$ cat config.mk
export PLATFORM = sky130hd
export DESIGN_NAME = piece_input_ctrl
export DESIGN_NICKNAME = d
export VERILOG_FILES = /design/src/rtl/piece_input_ctrl.sv
export SDC_FILE = /design/constraint.sdc
export NUM_CORES = 1
export LEC_CHECK = 0
export ABC_AREA = 0
export BUFFER_PORTS_ARGS = -buffer_cell sky130_fd_sc_hd__buf_2
export CAP_MARGIN = 20
export CORE_MARGIN = 4
export CORE_UTILIZATION = 55
export DETAILED_ROUTE_END_ITERATION = 12
export PLACE_DENSITY = 0.83
export SLEW_MARGIN = 20
export SYNTH_ARGS = -nofsm -noshare
export SYNTH_HDL_FRONTEND = slang
export SYNTH_SLANG_ARGS = --single-unit
export TNS_END_PERCENT = 5
$ cat constraint.sdc
create_clock -name Clk -period 5.1 [get_ports Clk]
set_input_delay 1.02 -clock Clk [delete_from_list [all_inputs] [get_ports Clk]]
set_output_delay 1.02 -clock Clk [all_outputs]
set_load 0.02 [all_outputs]
$ cat src/rtl/piece_input_ctrl.sv
// Keyboard front end for the piece-control state machine: edge-detected, handshaked move
// commands with DAS auto-shift, frame/gravity ticks. Konami matcher built under KONAMI_DETECT_EN.
module piece_input_ctrl #(
  parameter int unsigned TICK_DIV     = 833333,
  parameter int unsigned DAS_FRAMES   = 10,
  parameter int unsigned ARR_FRAMES   = 2,
  parameter int unsigned GRAVITY_BASE = 48,
  parameter int unsigned GRAVITY_STEP = 4
) (
  input  logic       Clk,
  input  logic       RESET,
  input  logic [7:0] keycode,
  input  logic [3:0] level,
  input  logic       cmd_ready,
  output logic       cmd_valid,
  output logic [2:0] cmd,
  output logic       frame_tick,
  output logic       fall_tick
);

  typedef enum logic [2:0] {
    CmdNone     = 3'd0,
    CmdLeft     = 3'd1,
    CmdRight    = 3'd2,
    CmdRotL     = 3'd3,
    CmdRotR     = 3'd4,
    CmdHold     = 3'd5,
    CmdKonami   = 3'd6,
    CmdHardDrop = 3'd7
  } cmd_e;

  localparam logic [7:0] KeyLeft     = 8'h50;
  localparam logic [7:0] KeyRight    = 8'h4F;
  localparam logic [7:0] KeyRotL     = 8'h1D;
  localparam logic [7:0] KeyRotR     = 8'h1B;
  localparam logic [7:0] KeyHold     = 8'h06;
  localparam logic [7:0] KeyHardDrop = 8'h2C;
  localparam logic [7:0] KeySoftDrop = 8'h51;

  localparam int unsigned DivW     = (TICK_DIV > 1) ? $clog2(TICK_DIV) : 1;
  localparam logic [DivW-1:0] DivLast = DivW'(TICK_DIV - 1);
  localparam int unsigned DasW     = $clog2(DAS_FRAMES + ARR_FRAMES + 1);
  localparam logic [DasW-1:0] DasFirst = DasW'(DAS_FRAMES);
  localparam logic [DasW-1:0] DasNext  = DasW'(DAS_FRAMES + ARR_FRAMES);
  localparam logic [11:0] GravBase = 12'(GRAVITY_BASE);
  localparam logic [11:0] GravStep = 12'(GRAVITY_STEP);

  logic [DivW-1:0] div_cnt_q, div_cnt_d;
  logic [7:0]      key_q;
  logic [DasW-1:0] das_cnt_q, das_cnt_d;
  logic [7:0]      grav_cnt_q, grav_cnt_d;
  logic            cmd_valid_q, cmd_valid_d;
  cmd_e            cmd_q, cmd_d;

  logic            new_press;
  logic            key_held;
  cmd_e            press_cmd;
  logic            is_lr;
  logic            das_rpt;
  logic [DasW-1:0] das_inc;
  logic            konami_hit;
  cmd_e            ev_cmd;
  logic [11:0]     grav_drop;
  logic [7:0]      grav_period;
  logic [8:0]      grav_inc;

  // Prescaler
  assign frame_tick = (div_cnt_q == DivLast);
  assign div_cnt_d  = frame_tick ? '0 : div_cnt_q + 1'b1;

  // Key edge detection; a direct key change is a fresh press
  assign new_press = (keycode != 8'h00) && (keycode != key_q);
  assign key_held  = (keycode != 8'h00) && (keycode == key_q);

  always_comb begin
    press_cmd = CmdNone;
    case (keycode)
      KeyLeft:     press_cmd = CmdLeft;
      KeyRight:    press_cmd = CmdRight;
      KeyRotL:     press_cmd = CmdRotL;
      KeyRotR:     press_cmd = CmdRotR;
      KeyHold:     press_cmd = CmdHold;
      KeyHardDrop: press_cmd = CmdHardDrop;
      default:     press_cmd = CmdNone;
    endcase
  end

  assign is_lr   = (press_cmd == CmdLeft) || (press_cmd == CmdRight);
  assign das_inc = das_cnt_q + 1'b1;

  // DAS: first repeat at DasFirst frames, then the counter bounces between DasFirst and DasNext
  always_comb begin
    das_cnt_d = das_cnt_q;
    das_rpt   = 1'b0;
    if (new_press) begin
      das_cnt_d = '0;
    end else if (is_lr && key_held && frame_tick) begin
      if (das_inc == DasFirst) begin
        das_cnt_d = das_inc;
        das_rpt   = 1'b1;
      end else if (das_inc == DasNext) begin
        das_cnt_d = DasFirst;
        das_rpt   = 1'b1;
      end else begin
        das_cnt_d = das_inc;
      end
    end
  end

`ifdef KONAMI_DETECT_EN
  logic [3:0] k_step_q, k_step_d;

  function automatic logic [7:0] k_code(input logic [3:0] step);
    case (step)
      4'd0, 4'd1: k_code = 8'h52;
      4'd2, 4'd3: k_code = 8'h51;
      4'd4, 4'd6: k_code = 8'h50;
      4'd5, 4'd7: k_code = 8'h4F;
      4'd8:       k_code = 8'h05;
      default:    k_code = 8'h04;
    endcase
  endfunction

  always_comb begin
    k_step_d   = k_step_q;
    konami_hit = 1'b0;
    if (new_press) begin
      if (keycode == k_code(k_step_q)) begin
        if (k_step_q == 4'd9) begin
          konami_hit = 1'b1;
          k_step_d   = 4'd0;
        end else begin
          k_step_d = k_step_q + 4'd1;
        end
      end else if (keycode == 8'h52) begin
        // A third "up" still leaves two valid leading ups
        k_step_d = (k_step_q == 4'd2) ? 4'd2 : 4'd1;
      end else begin
        k_step_d = 4'd0;
      end
    end
  end

  always_ff @(posedge Clk) begin
    if (RESET) begin
      k_step_q <= 4'd0;
    end else begin
      k_step_q <= k_step_d;
    end
  end
`else
  assign konami_hit = 1'b0;
`endif

  // Event priority: Konami completion, then fresh press, then auto-repeat
  always_comb begin
    ev_cmd = CmdNone;
    if (konami_hit) begin
      ev_cmd = CmdKonami;
    end else if (new_press || das_rpt) begin
      ev_cmd = press_cmd;
    end
  end

  // Single-entry output register; a new event while blocked is dropped
  always_comb begin
    cmd_valid_d = cmd_valid_q;
    cmd_d       = cmd_q;
    if ((ev_cmd != CmdNone) && (!cmd_valid_q || cmd_ready)) begin
      cmd_valid_d = 1'b1;
      cmd_d       = ev_cmd;
    end else if (cmd_valid_q && cmd_ready) begin
      cmd_valid_d = 1'b0;
      cmd_d       = CmdNone;
    end
  end

  // Gravity period, saturated to 1; soft drop forces every frame
  always_comb begin
    grav_drop = GravStep * {8'h00, level};
    if (keycode == KeySoftDrop) begin
      grav_period = 8'd1;
    end else if (grav_drop >= GravBase) begin
      grav_period = 8'd1;
    end else begin
      grav_period = 8'(GravBase - grav_drop);
    end
  end

  assign grav_inc  = {1'b0, grav_cnt_q} + 9'd1;
  assign fall_tick = frame_tick && (grav_inc >= {1'b0, grav_period});

  always_comb begin
    grav_cnt_d = grav_cnt_q;
    if (frame_tick) begin
      grav_cnt_d = fall_tick ? 8'd0 : grav_inc[7:0];
    end
  end

  always_ff @(posedge Clk) begin
    if (RESET) begin
      div_cnt_q   <= '0;
      key_q       <= 8'h00;
      das_cnt_q   <= '0;
      grav_cnt_q  <= 8'd0;
      cmd_valid_q <= 1'b0;
      cmd_q       <= CmdNone;
    end else begin
      div_cnt_q   <= div_cnt_d;
      key_q       <= keycode;
      das_cnt_q   <= das_cnt_d;
      grav_cnt_q  <= grav_cnt_d;
      cmd_valid_q <= cmd_valid_d;
      cmd_q       <= cmd_d;
    end
  end

  assign cmd_valid = cmd_valid_q;
  assign cmd       = cmd_q;

endmodule

After elaboration in Yosys (flattened, before gate mapping):

Index checks and enable logic that the tools add are counted.
Widths: inputs -> output; s select.

* eq/ne operators: 14
* $add $sub $neg: 4
* order comparisons: 2
* multiplexer cells: 15
* reduce and logical (&&, ||, !) cells: 16

Operators by type and width (number)
* $eq 8x7->1 const B: 3
* $mux 8: 3
* $add 20x1->20 const B: 1
* $eq 20x20->1 const B: 1
* $pmux 3 s6: 1
* $eq 8x5->1 const B: 2
* $add 8x1->9 const B: 1
* $ge 9x8->1: 1
* $mux 3: 3
* $eq 4x4->1 const B: 2
* $eq 8x3->1 const B: 1
* $eq 8x6->1 const B: 1
* $eq 8x8->1: 1
* $mux 4: 2
* $ne 8x8->1: 1
* $reduce_bool 8->1: 1
* $logic_and 1x1->1: 7
* $sub 6x6->7 const A: 1
* $ge 6x6->1 const B: 1
* $mux 1: 6
* $add 4x1->4 const B: 1
* $reduce_or 2->1: 2
* $eq 3x1->1 const B: 1
* $eq 3x2->1 const B: 1
* other kinds (4): 6

* logic and storage cells: 57
* output and inout port bits: 6
* input bits: 15
* bits in registers: 44

Logic depth before layout (Yosys ltp):

Gate-level depths: netlist (run 1).

* depth after elaboration: 13
* gate-level depth with buffers: 14
* mapped depth without buffers: 13

Worst setup path before layout (run 1):

OpenSTA, ideal clock, no wires.

* kind: input-to-output
* start point: in keycode[5]
* end point: out fall_tick
* path slack: 965 ps
* arrival: 3115 ps
* cell stages on the path: 12
* cells stage by stage: buf_6 > nand4bb_1 > or3_1 > and2_1 > inv_1 > ha_1 > nor2_1 > a21boi_0 > o21ai_0 > a21oi_1 > o211ai_1 > a21boi_1

* longest elaborated chain between the ends: 4

Ends and longest elaborated chain
* from (decl): line 12 `input logic [7:0] keycode,`
* $eq 8x7->1: line 181 `if (keycode == KeySoftDrop) begin`
* $mux 8: line 181
* $ge 9x8->1: line 191 `assign fall_tick = frame_tick && (grav_inc >= {1'b0, grav_period});`
* $logic_and 1x1->1: line 191
* to (decl): line 18 `output logic fall_tick`

No other way between the ends.

Worst setup path in the final report (run 1):

* start point: in level[0]
* end point: out fall_tick

* longest elaborated chain between the ends: 5
* elaborated cells between the ends (all ways): 6
* those cells by class: 1 x add/sub; 2 x order compare; 2 x mux; 1 x reduce/logical

Ends and longest elaborated chain
* from (decl): line 13 `input logic [3:0] level,`
* $sub 6x6->7 / $ge 6x6->1 (equally long branches): line 186, 183
* $mux 8 (*): line 183 `end else if (grav_drop >= GravBase) begin`
* $mux 8 (*): line 181
* $ge 9x8->1 (*): line 191
* $logic_and 1x1->1 (*): line 191

Mark *: on every way between the ends. The rest lies on a longest branch, timed or not.

==> summary.md, run 1 <==
| Metric | Value |
|---|---|
| Residual DRC | `0` |
| WHS Endpoint | `div_cnt_q[0]` |
| Share of layout cells above drive strength 1 | `0.130` |
| Peak supply drop | `166 uV` |
| DR iter-0 viols | `70` |
| Via count | `2008` |
| HPWL Detailed | `3390 um` |
| Largest cells by area after synthesis | `dfxtp_1 34%, xor2_1 9.3%, ha_1 6.4%, nand2_1 4.3%, nor2_1 4.3%` |
| TritonRoute pass-1 iters | `4` |
| RR Startpoint | `div_cnt_q[2]` |
| Nets | `336` |
| Hold path cells | `1` |
| Post-Synthesis Cells | `291` |
| Area Growth Syn to Fin | `7.10%` |
| Core ar. | `4410 sq um` |
| Initial antenna violation count | `0` |
| Detail Route Antenna Nets | `0` |
| Avg Inst Size Synth | `8.78 sq um` |
| Post-route cell area | `2740 sq um` |
| Post-Synthesis Cell Area | `2550 sq um` |
| Die extent in x | `76.1 um` |
| Critical path arrival | `3.59 ns` |
| Setup TNS Final | `0 ns` |
| F_max | `217 MHz` |
| Initial core utilization | `0.579` |
| Die extent in y | `76.1 um` |
| Most numerous cell in the Yosys netlist | `dfxtp_1` |
| I/O pins | `21` |
| Worst hold path class | `flip-flop to flip-flop` |
| Syn_nets | `319` |
| Fin crit share | `0.903` |
| # port buffers | `20` |
| Slew at the pin closest to its max-slew limit | `0.706 ns` |
| Min-delay src | `div_cnt_q[0]` |
| Overall routing resource usage | `0.168` |
| Vias in the first global route | `1873` |
| Synth Warn # | `0` |
| Pwr dens | `224 nW/um^2` |
| CP Capture Type | `output port` |
| Final min period | `4.61 ns` |
| Setup Fix Bufs, Post-CTS | `0` |
| Pin count of the biggest net entering global routing | `23` |
| Maximum Capacitance Violations | `0` |
| First-pass GRT wire length | `8230 um` |
| Worst Reg-to-Reg Cells | `7` |
| Worst r2r dst | `cmd[2]` |
| # rows | `24` |
| Status | `complete, no violations` |
| Crit Path Class | `primary input to output port` |
| Primary FF master, synth | `dfxtp_1` |
| Clk slew on worst S/H paths | `0.07 ns` |
| Top-area cell type share of the netlist area | `0.345` |
| Gp weighted congestion | `0.852` |
| Headroom to the max-slew limit | `0.526` |
| Worst reg2reg setup slack | `2.57 ns` |
| Routed wire per std cell | `13.1 um` |
| Setup violators final | `0` |
| CP required | `4.08 ns` |
| Post-cts repair resize count | `0` |
| Fraction of registers with async set/reset | `0` |
| Via-to-Cell Ratio | `5.58` |
| FF+latch count, synth | `44` |
| Num CTS Buffers | `5` |
| Die area | `5800 sq um` |
| RSZ-0062 raised after global routing | `false` |
| Max Root-Sink Buffers | `2` |
| Pins over their slew limit | `0` |
| Seq/Total Area, Yosys | `0.345` |
| Worst skew pair latency | `0.30 ns` |
| Commonest cells post-synth | `44 x dfxtp_1, 29 x nand2_1, 29 x nor2_1` |
| CTS tree | `built` |
| CP startpoint kind | `primary input` |
| CTS Hold Bufs | `0` |
| Placed cell areas | `2660 sq um` |
| Leading area contributor after synthesis | `dfxtp_1` |
| Crit-path max FO | `9` |
| Grt ovf | `0` |
| CTS H-tree depth | `2` |
| Antenna Cells | `0` |
| Post-synth EDFFs | `0` |
| Clock Sinks | `44` |
| Skew final | `0.0106 ns` |
| Final wirelength | `4700 um` |
| Leak | `1.11 nW` |
| Root buffer cell | `clkbuf_8` |
| Final Hold Vio Count | `0` |
| Yosys cell types | `57` |
-- registers in the layout (all words and copies together) (netlist names) --
| name | cells |
|---|---|
| div_cnt_q | 20 |
| grav_cnt_q | 8 |
| key_q | 8 |
| das_cnt_q | 4 |
| cmd | 3 |
| cmd_valid | 1 |
-- how the worst max path moves through the flow --
stage | start | end | depth (start not counted)
floorplan | keycode[5] | fall_tick | 12
global placement | level[0] | fall_tick | 14
detailed placement | level[0] | fall_tick | 14
CTS | level[0] | fall_tick | 14
global route | level[0] | fall_tick | 14
finish | level[0] | fall_tick | 14
-- layout make-up --
type / count / area, sq um
Fill cell: 385 / 1680
Multi-Input combinational cell: 228 / 1580
Sequential cell: 44 / 881
Timing Repair Buffer: 20 / 100
Clock buffer: 6 / 72.6
Tap cell: 52 / 65.1
Inverter: 9 / 33.8
Clock inverter: 1 / 5.00
-- layout by cell type, fill, tap and decap left out, drive strengths merged, types with 11 or more instances in the layout --
cell	instances
buf	20
dfxtp	44
ha	13
nand2	29
nand3	14
nor2	29
nor3	12
xnor2	11
xor2	27
-- layer usage --
metal	GRT usage	share of wire	vias to the layer above
met5	0	0	-
met4	0.0559	0.017	0
met3	0.0532	0.043	8
met2	0.276	0.46	28
met1	0.207	0.48	923
li1	-	-	1049
-- kinds of logic after synthesis --
| kind of cell | after synthesis | synth area share |
|---|---|---|
| AOI/OAI and AO/OA | 34 | 0.102 |
| xor gates and xnor gates | 38 | 0.130 |
| adders and majority gates | 13 | 0.0637 |
| buffers and inverters | 19 | 0.0372 |
| DFF | 44 | 0.345 |
| muxes | 2 | 0.00833 |
| and+or+nand+nor | 141 | 0.313 |
-- stage by stage --
step                       util  hold WS [ns]  total power [mW]  setup slack, ns  cells
final                     0.620         0.465             0.612            0.493    360
after CTS                 0.620         0.471             0.620            0.478    360
after detailed placement  0.602         0.455             0.414            0.499    353
after global routing      0.620         0.515             0.646            0.338    360
after floorplan               -         0.430             0.400            0.965    291
after global placement    0.602         0.444             0.412            0.599    353
-- power by group --
part	total [mW]	internal, mW	switching, mW
Sequential	0.353	0.349	0.00367
Combinational	0.0533	0.0216	0.0316
Clock	0.206	0.0932	0.113
-- worst max-delay path, cell delays in order --
cell,delay (ns)
buf_2,0.11
inv_1,0.04
ha_1,0.22
o311ai_0,0.25
and2_1,0.25
inv_1,0.06
ha_1,0.27
nor2_1,0.04
a21boi_0,0.14
o21ai_0,0.10
a21oi_1,0.14
o211ai_1,0.09
a21boi_1,0.55
buf_2,0.28
Power figures use the tool's default switching activity.
==> run 2: changes to the inputs <==
--- a/config.mk
+++ b/config.mk
@@ -5,7 +5,7 @@
 export SDC_FILE = /design/constraint.sdc
 export NUM_CORES = 1
 export LEC_CHECK = 0
-export ABC_AREA = 0
+export ABC_AREA = 1
 export BUFFER_PORTS_ARGS = -buffer_cell sky130_fd_sc_hd__buf_2
 export CAP_MARGIN = 20
 export CORE_MARGIN = 4
==> summary.md, run 2 <==
| Metric | Value |
|---|---|
| Setup Fix Bufs, Post-CTS | `0` |
| Family with the most delay on the worst path | `simple AND/OR/NAND/NOR gates` |
| Max Root-Sink Buffers | `2` |
| Die area | `6120 sq um` |
| Worst r2r dst | `grav_cnt_q[5]` |
| Final min period | `3.97 ns` |
| Via count | `2488` |
| Largest cells by area after synthesis | `dfxtp_1 32%, nand2_1 14%, inv_1 9.1%, ha_1 6.0%, nor2_1 5.8%` |
| Clk slew on worst S/H paths | `0.08 ns` |
| WHS Endpoint | `div_cnt_q[0]` |
| Hold path cells | `1` |
| Setup violators final | `0` |
| WHS | `0.476 ns` |
| Via-to-Cell Ratio | `5.03` |
| Core ar. | `4750 sq um` |
| Worst hold path class | `flip-flop to flip-flop` |
| Sw frac | `0.240` |
| RSZ-0062 raised after global routing | `false` |
| Num CTS Buffers | `5` |
| Leading area contributor after synthesis | `dfxtp_1` |
| TritonRoute pass-1 iters | `4` |
| Commonest non-fill, non-tap cell in the layout | `nand2_1` |
| Pint | `0.480 mW` |
| Post-cts repair resize count | `0` |
| Most frequent cells in the layout | `100 x nand2_1, 66 x inv_1, 44 x dfxtp_1, 42 x nor2_1, 31 x a21oi_1` |
| FF+latch count, synth | `44` |
| Final wirelength | `5250 um` |
| F_max | `252 MHz` |
| Detail Route Antenna Nets | `0` |
| Leak | `1.40 nW` |
| Overall routing resource usage | `0.194` |
| Critical-path top delay cell | `ha_1` |
| Fin crit share | `0.778` |
| Vias in the first global route | `2357` |
| Yosys cell types | `35` |
| Place WS | `1.14 ns` |
| Worst reg2reg setup slack | `2.72 ns` |
| HPWL Detailed | `4070 um` |
| Routed wire per std cell | `10.6 um` |
| Critical path arrival | `2.95 ns` |
| Pins over their slew limit | `0` |
| Post-Synthesis Cells | `403` |
| Reg power frac | `0.560` |
| CP Capture Type | `output port` |
| Gp weighted congestion | `0.849` |
| Antenna Cells | `0` |
| Grt ovf | `0` |
| Slew at the pin closest to its max-slew limit | `0.440 ns` |
| Final WS setup | `1.13 ns` |
| Clk pwr share | `0.355` |
| Headroom to the max-slew limit | `0.706` |
| Biggest regs | `div_cnt_q: 20 flops, grav_cnt_q: 8 flops, key_q: 8 flops` |
| Seq/Total Area, Yosys | `0.325` |
| Worst path max stage delay | `0.24 ns` |
| Max reg flops | `20` |
| CTS H-tree depth | `2` |
| Crit Path Class | `primary input to output port` |
| Comb power frac | `0.084` |
| Pwr dens | `213 nW/um^2` |
| Post-Place Cells | `487` |
| Die extent in x | `78.2 um` |
| Post-Synthesis Cell Area | `2710 sq um` |
| P_sw | `0.152 mW` |
| Post-synth EDFFs | `0` |
| DR iter-0 viols | `155` |
| I/O pins | `21` |
| Share of layout cells above drive strength 1 | `0.112` |
| Total power | `0.631 mW` |
| # rows | `25` |
| Biggest register | `div_cnt_q` |
| Setup TNS Final | `0 ns` |
| Area Growth Syn to Fin | `9.36%` |
| Synth Warn # | `0` |
| RR Startpoint | `grav_cnt_q[0]` |
| CTS Hold Bufs | `0` |
| Skew final | `0.0105 ns` |
| Avg Inst Size Synth | `6.73 sq um` |
| Die extent in y | `78.2 um` |
| Fraction of registers with async set/reset | `0` |
| Worst Reg-to-Reg Cells | `12` |
| WP buf/inv | `5` |
| Most numerous cell in the Yosys netlist | `nand2_1` |
| Clock Sinks | `44` |
| Initial antenna violation count | `0` |
| Top-area cell type share of the netlist area | `0.325` |
| Primary FF master, synth | `dfxtp_1` |
| Status | `complete, no violations` |
| Residual DRC | `0` |
| Final non-filler cell total | `495` |
| Commonest cells post-synth | `100 x nand2_1, 66 x inv_1, 44 x dfxtp_1` |
| Peak supply drop | `152 uV` |
| CP startpoint kind | `primary input` |
| Maximum Capacitance Violations | `0` |
| # port buffers | `20` |
| Nets | `455` |
| First-pass GRT wire length | `9780 um` |
| Min-delay src | `div_cnt_q[0]` |
| Pin count of the biggest net entering global routing | `15` |
| CP required | `4.08 ns` |
| Crit path cell chain | `buf_2 > inv_1 > nor2_1 > nand3_1 > nor3_1 > inv_1 > nand2_1 > ha_1 > nor2_1 > nand2_1 > a21oi_1 > o21ai_0 > a21boi_0 > o21ai_0 > nand2_1 > inv_1 > buf_2` |
| Initial core utilization | `0.571` |
| Crit-path max FO | `3` |
| CTS tree | `built` |
| Root buffer cell | `clkbuf_8` |
| Worst skew pair latency | `0.30 ns` |
| Final Hold Vio Count | `0` |
| Syn_nets | `431` |
==> run 2: cells by family (layout without fill, tap and decap cells) <==
group                    Yosys count  after routing  synth area share
AO/OA/AOI/OAI                     48             48            0.0946
XOR/XNOR                          15             15            0.0484
adder cells (fa/ha/maj)           13             13            0.0600
buffers and inverters             73             98             0.104
flip-flops                        44             44             0.325
AND/OR/NAND/NOR                  210            210             0.368
==> run 2: area by class of cell <==
cell class              count  area (sq um)
repair buffers             20           100
clock buffers               8          90.1
fillers                   450          1790
flip-flops and latches     44           881
multi-input cells         286          1550
well taps                  67          83.8
inverters                  70           263
==> run 2: worst register-to-register path: stages (launching register included) <==
cell and delay [ns]:
dfxtp_1 0.41, ha_1 0.22, nand3_1 0.12, nand3b_1 0.23
xor2_1 0.15, inv_1 0.08, ha_1 0.29, a21oi_1 0.12
a21boi_0 0.17, o21ai_0 0.09, nand2_1 0.08, nand2_1 0.18
a21oi_1 0.17
==> run 2: through the flow <==
stage / instance area (sq um) / util
floorplan: 2710 / -
CTS: 2970 / 0.624
detailed placement: 2880 / 0.605
finish: 2970 / 0.624
global route: 2970 / 0.624
global placement: 2880 / 0.605
==> run 2: power by group through the flow <==
stage / logic (mW) / clock network (mW) / registers [mW]
5_1_grt: 0.0624 / 0.247 / 0.355
3_3_place_gp: 0.0520 / 0 / 0.362
6_report: 0.0533 / 0.224 / 0.354
3_5_place_dp: 0.0535 / 0 / 0.362
2_1_floorplan: 0.0383 / 0 / 0.360
4_1_cts: 0.0538 / 0.233 / 0.354
==> run 2: per-layer routing <==
layer | track usage | up-vias | part of all wire
li1 | - | 1331 | -
met1 | 0.242 | 1105 | 0.48
met2 | 0.321 | 43 | 0.47
met3 | 0.0436 | 9 | 0.035
met4 | 0.0804 | 0 | 0.014
met5 | 0 | - | 0
==> run 2: worst max-delay path by stage <==
stage	from	slack, ns	cells after the start	to
finish	keycode[6]	1.13	17	fall_tick
global route	keycode[6]	0.74	17	fall_tick
CTS	level[0]	1.14	14	fall_tick
detailed placement	level[0]	1.14	14	fall_tick
global placement	level[0]	1.22	15	fall_tick
floorplan	level[0]	1.46	13	fall_tick
